$ cat src/rtl/ft245r_cmd_rx.sv
// ----------------------------------------------------------------------------
// ft245r_cmd_rx
//
// Host-to-device command receiver for the FT245R parallel FIFO. Pulls bytes
// from the FTDI receive FIFO with RD# strobes. This happens only while the
// write engine reports idle. The bytes are parsed as fixed-length frames:
//   SYNC_BYTE, addr, data [, cksum]
// Each committed frame updates one of the control registers below.
//
// Optional feature (macro CMD_CKSUM_EN):
//   When defined, frames carry a fourth byte equal to SYNC_BYTE^addr^data.
//   A frame whose checksum does not match is dropped and counted as an error.
//
// Ports:
//   clk        in   master clock (mclk domain)
//   reset_     in   asynchronous active-low reset
//   usb_rxf_   in   FTDI receive-data-available, active low, asynchronous
//   usb_data   in   usb_bus value, sampled on the last RD# low cycle
//   wr_idle    in   write engine is not driving usb_bus
//   usb_rd_    out  FTDI read strobe, active low (registered, glitch-free)
//   rd_busy    out  read in progress (RD# low or inter-read gap)
//   adc_cfg    out  {m1,m0,lj_,hpf_,mdiv,m_s_}           (addr 0x00)
//   status     out  LED register                         (addr 0x01)
//   adc_run    out  drives adc_reset_, 1 = release ADC   (addr 0x02 bit 0)
//   stream_en  out  enables the ADC-to-USB stream        (addr 0x02 bit 1)
//   cmd_strobe out  1-cycle pulse on each committed write
//   cmd_err    out  1-cycle pulse on bad address, timeout or checksum error
//   err_count  out  saturating error counter
// ----------------------------------------------------------------------------
module ft245r_cmd_rx #(
   parameter int unsigned RD_LOW_CYCLES  = 3,
   parameter int unsigned RD_GAP_CYCLES  = 2,
   parameter int unsigned TIMEOUT_CYCLES = 65535,
   parameter logic [7:0]  SYNC_BYTE      = 8'hA5
) (
   input  logic       clk,
   input  logic       reset_,
   input  logic       usb_rxf_,
   input  logic [7:0] usb_data,
   input  logic       wr_idle,
   output logic       usb_rd_,
   output logic       rd_busy,
   output logic [5:0] adc_cfg,
   output logic [7:0] status,
   output logic       adc_run,
   output logic       stream_en,
   output logic       cmd_strobe,
   output logic       cmd_err,
   output logic [7:0] err_count
);

   localparam logic [7:0] LOW_LAST = 8'(RD_LOW_CYCLES - 1);
   localparam logic [7:0] GAP_LAST = 8'(RD_GAP_CYCLES - 1);
   localparam int unsigned TO_W    = $clog2(TIMEOUT_CYCLES + 1);
   localparam logic [TO_W-1:0] TO_LAST = TO_W'(TIMEOUT_CYCLES - 1);

   typedef enum logic [1:0] {R_IDLE, R_LOW, R_GAP} rd_state_t;
`ifdef CMD_CKSUM_EN
   typedef enum logic [1:0] {F_SYNC, F_ADDR, F_DATA, F_CKSUM} fr_state_t;
`else
   typedef enum logic [1:0] {F_SYNC, F_ADDR, F_DATA} fr_state_t;
`endif

   // -------------------------------------------------------------------------
   // usb_rxf_ synchronizer
   // -------------------------------------------------------------------------
   logic rxf_meta, rxf_sync;

   // NOTE: state elements use non-blocking assignments so every flop samples
   // the pre-edge value; blocking here would collapse the two sync stages.
   always_ff @(posedge clk or negedge reset_) begin
      if (!reset_) begin
         rxf_meta <= 1'b1;
         rxf_sync <= 1'b1;
      end else begin
         rxf_meta <= usb_rxf_;
         rxf_sync <= rxf_meta;
      end
   end

   // -------------------------------------------------------------------------
   // Read FSM: one RD# pulse per byte, then a gap long enough for RXF# to
   // rise and propagate through the synchronizer.
   // -------------------------------------------------------------------------
   rd_state_t  rd_state, rd_nxt;
   logic [7:0] rd_cnt, rd_cnt_nxt;
   logic       take;
   logic       byte_valid;
   logic [7:0] rx_byte;

   // NOTE: every combinational output gets a default before the case so no
   // path leaves it unassigned, which would infer a latch.
   always_comb begin
      rd_nxt     = rd_state;
      rd_cnt_nxt = rd_cnt;
      take       = 1'b0;
      case (rd_state)
         R_IDLE: if (!rxf_sync && wr_idle) begin
            rd_nxt     = R_LOW;
            rd_cnt_nxt = '0;
         end
         R_LOW: if (rd_cnt == LOW_LAST) begin
            take       = 1'b1;
            rd_nxt     = R_GAP;
            rd_cnt_nxt = '0;
         end else begin
            rd_cnt_nxt = rd_cnt + 8'd1;
         end
         R_GAP: if (rd_cnt == GAP_LAST) begin
            rd_nxt = R_IDLE;
         end else begin
            rd_cnt_nxt = rd_cnt + 8'd1;
         end
         default: rd_nxt = R_IDLE;
      endcase
   end

   // usb_rd_/rd_busy are registered from the next state so the FTDI sees a
   // clean strobe; async reset still forces RD# high immediately.
   always_ff @(posedge clk or negedge reset_) begin
      if (!reset_) begin
         rd_state   <= R_IDLE;
         rd_cnt     <= '0;
         usb_rd_    <= 1'b1;
         rd_busy    <= 1'b0;
         byte_valid <= 1'b0;
         rx_byte    <= '0;
      end else begin
         rd_state   <= rd_nxt;
         rd_cnt     <= rd_cnt_nxt;
         usb_rd_    <= (rd_nxt != R_LOW);
         rd_busy    <= (rd_nxt != R_IDLE);
         byte_valid <= take;
         if (take) rx_byte <= usb_data;
      end
   end

   // -------------------------------------------------------------------------
   // Frame FSM and timeout
   // -------------------------------------------------------------------------
   fr_state_t       f_state, f_nxt;
   logic [7:0]      addr_q;
   logic [TO_W-1:0] to_cnt;
   logic            latch_addr, commit, bad, timeout;
   logic            addr_ok, do_strobe, do_err;
   logic [7:0]      cmd_data;

`ifdef CMD_CKSUM_EN
   logic [7:0] data_q;
   logic       latch_data;
   assign cmd_data = data_q;
`else
   // Without a checksum the data byte itself triggers the commit.
   assign cmd_data = rx_byte;
`endif

   always_comb begin
      f_nxt      = f_state;
      latch_addr = 1'b0;
      commit     = 1'b0;
      bad        = 1'b0;
`ifdef CMD_CKSUM_EN
      latch_data = 1'b0;
`endif
      timeout    = (f_state != F_SYNC) && !byte_valid && (to_cnt == TO_LAST);
      if (byte_valid) begin
         case (f_state)
            F_SYNC: if (rx_byte == SYNC_BYTE) f_nxt = F_ADDR;
            F_ADDR: begin
               latch_addr = 1'b1;
               f_nxt      = F_DATA;
            end
            F_DATA: begin
`ifdef CMD_CKSUM_EN
               latch_data = 1'b1;
               f_nxt      = F_CKSUM;
`else
               commit     = 1'b1;
               f_nxt      = F_SYNC;
`endif
            end
`ifdef CMD_CKSUM_EN
            F_CKSUM: begin
               f_nxt = F_SYNC;
               if (rx_byte == (SYNC_BYTE ^ addr_q ^ data_q)) commit = 1'b1;
               else                                          bad    = 1'b1;
            end
`endif
            default: f_nxt = F_SYNC;
         endcase
      end else if (timeout) begin
         f_nxt = F_SYNC;
         bad   = 1'b1;
      end
   end

   assign addr_ok   = (addr_q <= 8'h02);
   assign do_strobe = commit && addr_ok;
   assign do_err    = bad || (commit && !addr_ok);

   always_ff @(posedge clk or negedge reset_) begin
      if (!reset_) begin
         f_state    <= F_SYNC;
         addr_q     <= '0;
         to_cnt     <= '0;
         adc_cfg    <= '0;
         status     <= 8'hFF;
         adc_run    <= 1'b0;
         stream_en  <= 1'b0;
         cmd_strobe <= 1'b0;
         cmd_err    <= 1'b0;
         err_count  <= '0;
`ifdef CMD_CKSUM_EN
         data_q     <= '0;
`endif
      end else begin
         f_state    <= f_nxt;
         cmd_strobe <= do_strobe;
         cmd_err    <= do_err;
         if (latch_addr) addr_q <= rx_byte;
`ifdef CMD_CKSUM_EN
         if (latch_data) data_q <= rx_byte;
`endif
         // Counts idle cycles inside a partial frame only.
         if (byte_valid || f_state == F_SYNC || timeout) to_cnt <= '0;
         else                                             to_cnt <= to_cnt + 1'b1;
         if (do_strobe) begin
            case (addr_q)
               8'h00:   adc_cfg <= cmd_data[5:0];
               8'h01:   status  <= cmd_data;
               default: begin
                  adc_run   <= cmd_data[0];
                  stream_en <= cmd_data[1];
               end
            endcase
         end
         if (do_err && err_count != 8'hFF) err_count <= err_count + 8'd1;
      end
   end

endmodule

$ cat config.mk
export PLATFORM = sky130hd
export DESIGN_NAME = ft245r_cmd_rx
export DESIGN_NICKNAME = d
export VERILOG_FILES = /design/src/rtl/ft245r_cmd_rx.sv
export SDC_FILE = /design/constraint.sdc
export NUM_CORES = 1
export LEC_CHECK = 0
export CAP_MARGIN = 20
export CORE_ASPECT_RATIO = 1.5
export CORE_MARGIN = 2
export CORE_UTILIZATION = 60
export CTS_CLUSTER_DIAMETER = 30
export DETAILED_ROUTE_END_ITERATION = 8
export DONT_BUFFER_PORTS = 1
export PLACE_DENSITY = 0.76
export SLEW_MARGIN = 25
export SYNTH_ARGS = -nofsm -noshare
export SYNTH_HDL_FRONTEND = slang
export SYNTH_SLANG_ARGS = --single-unit
$ cat constraint.sdc
create_clock -name clk -period 2.2 [get_ports clk]
set_clock_uncertainty 0.1 [all_clocks]
set_input_delay 0.55 -clock clk [delete_from_list [all_inputs] [get_ports clk]]
set_output_delay 0.55 -clock clk [all_outputs]
set_load 0.01 [all_outputs]
Yosys cells after proc, flatten, opt, wreduce, memory -nomap -nowiden

Cells that the tools add are included.

Bits of input ports: 12
Register bits: 75
Logic and storage cells: 83
Output and inout bits: 28

Magnitude comparators: 1
Bitwise logic cells: 1
Reductions and logical operators: 25
Equal/unequal tests: 14
Multiplexer cells: 21
Add/subtract/negate cells: 3

Operators with widths:

| operator                                            | number |
|---|---|
| 2-to-1 mux 8 bit                                    | 3 |
| case mux 8 bit (3 select lines)                     | 1 |
| adder 16 x 1 -> 16 bit, second input constant       | 1 |
| adder 8 x 1 -> 8 bit, second input constant         | 2 |
| == test 16 bit, second input constant               | 1 |
| == test 8 x 1 -> 1 bit, second input constant       | 2 |
| 2-to-1 mux 16 bit                                   | 1 |
| 2-to-1 mux 2 bit                                    | 6 |
| == test 8 x 2 -> 1 bit, second input constant       | 1 |
| == test 8 bit, second input constant                | 1 |
| <= comparator 8 x 2 -> 1 bit, second input constant | 1 |
| logical NOT 8 bit                                   | 1 |
| 2-to-1 mux 1 bit                                    | 8 |
| != test 8 bit, second input constant                | 1 |
| AND reduction 2 bit                                 | 4 |
| logical AND 1 bit                                   | 6 |
| case mux 2 bit (3 select lines)                     | 1 |
| nonzero test 2 bit                                  | 3 |
| == test 2 x 1 -> 1 bit, second input constant       | 2 |
| == test 2 bit, second input constant                | 2 |
| logical NOT 2 bit                                   | 2 |
| != test 2 bit, second input constant                | 2 |
| case mux 2 bit (2 select lines)                     | 1 |
| logical NOT 1 bit                                   | 3 |
| 7 further kinds                                     | 9 |

Longest topological paths before layout

Gate-level depths: netlist of the first run.

Depth in word-level cells: 7
Mapped depth: 8
Mapped depth without buffers: 7

Least setup slack after synthesis of the first run

OpenSTA, ideal clock, no wires.

Path kind: register to register
Start: reg rd_state[0]
End: reg rd_cnt[6]
Arrival: 1.759 ns
Buffers on the path: 0
Setup slack: 0.254 ns
Period minus slack after synthesis: 1.946 ns
Cell stages (with the launch flop): 7
Cells stage by stage: dfrtp_1 inv_1 ha_1 a21boi_0 a311o_1 or4_1 o211ai_1

Cells in the longest elaborated chain, start to end: 3
Elaborated cells between the ends (all ways): 8
Those cells by class: eq/ne (4); mux (1); reduce/logical (3)

RTL lines:

| what                                                                 | line | source |
|---|---|---|
| start, declared                                                      | 85   | `rd_state_t rd_state, rd_nxt;` |
| start signal, assigned                                               | 129  | `rd_state <= rd_nxt;` |
| == test 2 bit (tied with other cells)                                | 97   | `case (rd_state)` |
| != test 2 bit (no line) / nonzero test 3 bit (equally long branches) | --   |  |
| AND reduction 3 bit (no line)                                        | --   |  |
| end signal, assigned                                                 | 130  | `rd_cnt <= rd_cnt_nxt;` |
| end, declared                                                        | 86   | `logic [7:0] rd_cnt, rd_cnt_nxt;` |

Parallel ways exist; a longest one is shown, timed or not.
A chain may end at the register's enable or synchronous reset.

Final worst setup path of the first run

Same ends and word-level chain as after synthesis.

==> metrics.md, run 1 <==
| Metric | Value |
|---|---|
| Routed Wire Length | 5.76 mm |
| Layout Nets | between 300 and 400 |
| Post-synth ARST share | 100% |
| Post-Synthesis Cells | about 280 |
| R2R Path End | rd_cnt[6] |
| Num CTS Buffers | 9 |
| Synthesized area | ~3400 um^2 |
| Worst Setup Start Kind | register |
| Gate power share | a little under an eighth |
| Worst Hold Slack | -0.212 ns |
| Post-synth EDFFs | 0 |
| Clock transition at path regs | 0.09 ns |
| R2R cell count | 6 |
| Count of different cell masters after synthesis | 52 |
| Fillcell total | approximately 420 |
| Syn_nets | between 200 and 300 |
| Largest net degree at the start of global routing | between 70 and 80 |
| Max-slew violation count | 0 |
| H-tree depth | 3 |
| Synth Flop Type | dfrtp_1 |
| Num Clock Sinks | 75 |
| Post-CTS setup buffer count | 0 |
| Cell row count | 33 |
| WS Path Type | reg -> reg |
| Slew HR | a little over two thirds |
| Setup TNS | 0 ns |
| DRT Pass-1 Iters | 4 |
| DRT antenna net count | 0 |
| Largest area contributor in the netlist | dfrtp_1 |
| Clk_lat worst skew | approximately 0.35 ns |
| Die W | ~65 um |
| Starting density of the core | between 60 and 70% |
| Tot GR Track Use | 21.0% |
| Sw frac | 27.6% |
| Sequential cell area | around 1900 um^2 |
| Initial antenna violation count | 0 |
| Vias in the first global route | approximately 2.2k |
| Failing checks | negative hold slack |
| Outcome | finished with violations |
| Area share of the largest cell type after synthesis | a little under half |
| Top cells by area, synth | dfrtp_1 47%, mux2_2 12%, dfstp_2 8.5%, xor2_1 3.9%, ha_1 3.7% |
| P_sw | approximately 800 uW |
| Max frequency | slightly below 500 MHz |
| Placed insts | ~350 |
| DRC viols | 0 |
| Tmin final | 2.08 ns |
| First-pass GRT wire length | about 9.8 mm |
| Final period utilization | 94.5% |
| Crit path DAT | 2.24 ns |
| WL per Instance | between 15 and 20 um |
| Critical path's largest stage delay | between 0.5 and 0.6 ns |
| IO Count | 40 |
| CP max stage cell | or4_1 |
| Core Region | roughly 5500 um^2 |
| Design Power | about 2.9 mW |
| Diode count | 0 |
| RSZ-0062 raised after global routing | no |
| CP max FO | 5 |
| Worst EP required | between 2 and 2.5 ns |
| I/O Buffers | 0 |
| Hold Crit Class | in -> async |
| Peak VDD IR | approximately 640 uV |
| Detailed router's first-iteration violation count | roughly 150 |
| Clock buffer depth | 2 |
| Gr ovfl total | 0 |
| MaxCap Viol Count | 0 |
| Non-filler cells, final | ~370 |
| Final Cell Area | 3700 um^2 |
| Clk pwr share | 33.5% |
| Final HPWL DP | 3.99 mm |
| Share of layout cells above drive strength 1 | around 28% |
| Root buf cell | clkbuf_8 |
| Pleak | about 1.8 nW |
| Die H | just under 100 um |
| Worst-Margin Slew | 0.437 ns |
| Synth warn | 0 |
| Crit path cell chain | inv_1 -> ha_1 -> a21boi_0 -> a311o_1 -> or4_1 -> o211ai_1 |
| Area grow syn2layout | 8.98% |
| Register area share after synthesis | around 56% |
| #FFs+latches synth | between 70 and 80 |
| Pint | roughly 2.1 mW |
| Finish-stage setup viols | 0 |
| Multi-input gate area | ~1500 um^2 |
| Die ar. | ~6300 um^2 |
| Via count | 2133 |
| Reg2reg start | rd_state[0] |
| GPL Wtd Cong | ~0.78 |
| R2R setup slack | ~0.12 ns |
| Placed Area | 3510 um^2 |
| Sequential fraction of design power | between 50% and 60% |
| Synthesized area per cell | 12.3 um^2 |
| Worst setup EP type | register |
| Final Hold Viols | 75 |
| Via density | ~6 |
| PD cells | just under 800 nW/um^2 |
| CTS tree | done |
==> per-stage QoR <==
step	hold slack (ns)	utilization [%]	setup WS [ns]
after floorplan	0.154	-	0.254
after global placement	0.157	64.5	0.204
after detailed placement	0.158	64.5	0.119
after CTS	-0.223	67.9	0.0750
after global routing	-0.232	68.0	0.00578
final	-0.212	68.0	0.120
==> cell type report <==
type / instances / area share (%)
Clock buffer: 10 / 3.72
Clock inverter: 6 / 1.32
Inverter: 9 / 0.912
Multi-Input combinational cell: 189 / 39.4
Sequential cell: 75 / 51.0
Tap cell: 70 / 2.36
Timing Repair Buffer: 6 / 1.22
==> layer usage <==
layer	vias to the layer above	part of all wire, %	global-route usage, %
met5	-	0	0
met4	0	2.1	12.0
met3	10	3.2	4.33
met2	28	55	37.2
met1	1084	40	23.2
li1	1011	-	-
==> power by group through the flow <==
stage               combinational (mW)  clock (mW)  sequential (mW)
floorplan                        0.259           0             1.57
global placement                 0.333           0             1.60
detailed placement               0.343           0             1.60
CTS                              0.350       0.987             1.57
global route                     0.399        1.04             1.59
finish                           0.348       0.969             1.57
==> worst max-delay path, delay by kind of cell (launching register included) <==
kind | cells | cell delay, ns
flip-flops | 1 | 0.41
adder cells (fa/ha/maj) | 1 | 0.24
AND/OR/NAND/NOR | 1 | 0.52
buffers and inverters | 1 | 0.08
AO/OA/AOI/OAI | 3 | 0.64
==> Yosys cell counts, types with 2 or more instances <==
cell      number
nand2_1       15
inv_1          9
nor2b_1        2
and2b_1        3
or3_1          2
xor2_1        15
nor4_1         2
nand3_1       10
a22o_1         5
o21ai_0        8
and3_1         5
dfrtp_1       64
nand4_1        6
nor3_1         4
xnor2_1        3
nor2_1        24
mux2_2        35
ha_1          10
nand2b_1       3
and4_1         4
a31oi_1        3
a21oi_1        3
dfstp_2       11
and2_1         2
==> cell usage in the layout (no fill, tap or decap), drive strengths merged, types with 2 or more instances in the layout <==
master | Yosys | routed
mux2 | 35 | 35
clkbuf | 1 | 10
nand4 | 6 | 6
inv | 9 | 10
and4b | 2 | 2
nor2 | 24 | 24
o21ai | 9 | 9
a21oi | 3 | 3
nor3 | 5 | 5
buf | 2 | 6
and4 | 5 | 5
or3 | 3 | 3
clkinv | 0 | 5
nand2 | 15 | 15
dfrtp | 64 | 64
a22o | 5 | 5
nor4b | 2 | 2
and2b | 4 | 4
nor2b | 2 | 2
nand2b | 3 | 3
and3 | 6 | 6
nor4 | 4 | 4
xor2 | 15 | 15
and2 | 3 | 3
ha | 10 | 10
nand3 | 10 | 10
dfstp | 11 | 11
a31oi | 3 | 3
xnor2 | 3 | 3
==> logic make-up after synthesis <==
family,share of synthesized area [%]
AND/OR/NAND/NOR,17.5
flip-flops,55.6
XOR/XNOR,4.64
adder cells (fa/ha/maj),3.68
AO/OA/AOI/OAI,5.52
buffers and inverters,1.47
multiplexers,11.6
==> flip-flops by register name (all words and copies together) (netlist names) <==
| name | count |
|---|---|
| rd_state | 2 |
| status | 8 |
| f_state | 2 |
| addr_q | 8 |
| rxf_meta | 1 |
| byte_valid | 1 |
| to_cnt | 16 |
| cmd_data | 8 |
| adc_cfg | 6 |
| err_count | 8 |
| rd_busy | 1 |
| cmd_err | 1 |
| stream_en | 1 |
| rd_cnt | 8 |
| usb_rd_ | 1 |
| cmd_strobe | 1 |
| adc_run | 1 |
| rxf_sync | 1 |
==> what timing repair did <==
action	CTS	global route
endpoints found under the hold margin	75	75
resized for setup	0	1
endpoints found under the setup margin	0	7
==> how the worst max path moves through the flow <==
stage                      to  depth (start not counted)  slack [ns]        start
global placement    rd_cnt[6]                          6        0.20  rd_state[0]
floorplan           rd_cnt[6]                          6        0.25  rd_state[0]
CTS                 rd_cnt[6]                          6        0.08  rd_state[0]
global route        rd_cnt[6]                          6       0.006  rd_state[0]
detailed placement  rd_cnt[6]                          6        0.12  rd_state[0]
finish              rd_cnt[6]                          6        0.12  rd_state[0]
No activity file was read; power rests on OpenSTA's default activity.
==> run 2, diff against run 1 <==
Settings changed: CAP_MARGIN 20 to not set.
==> results of run 2 <==
Same layout as run 1: the final DEF is identical, and so are final timing and power.
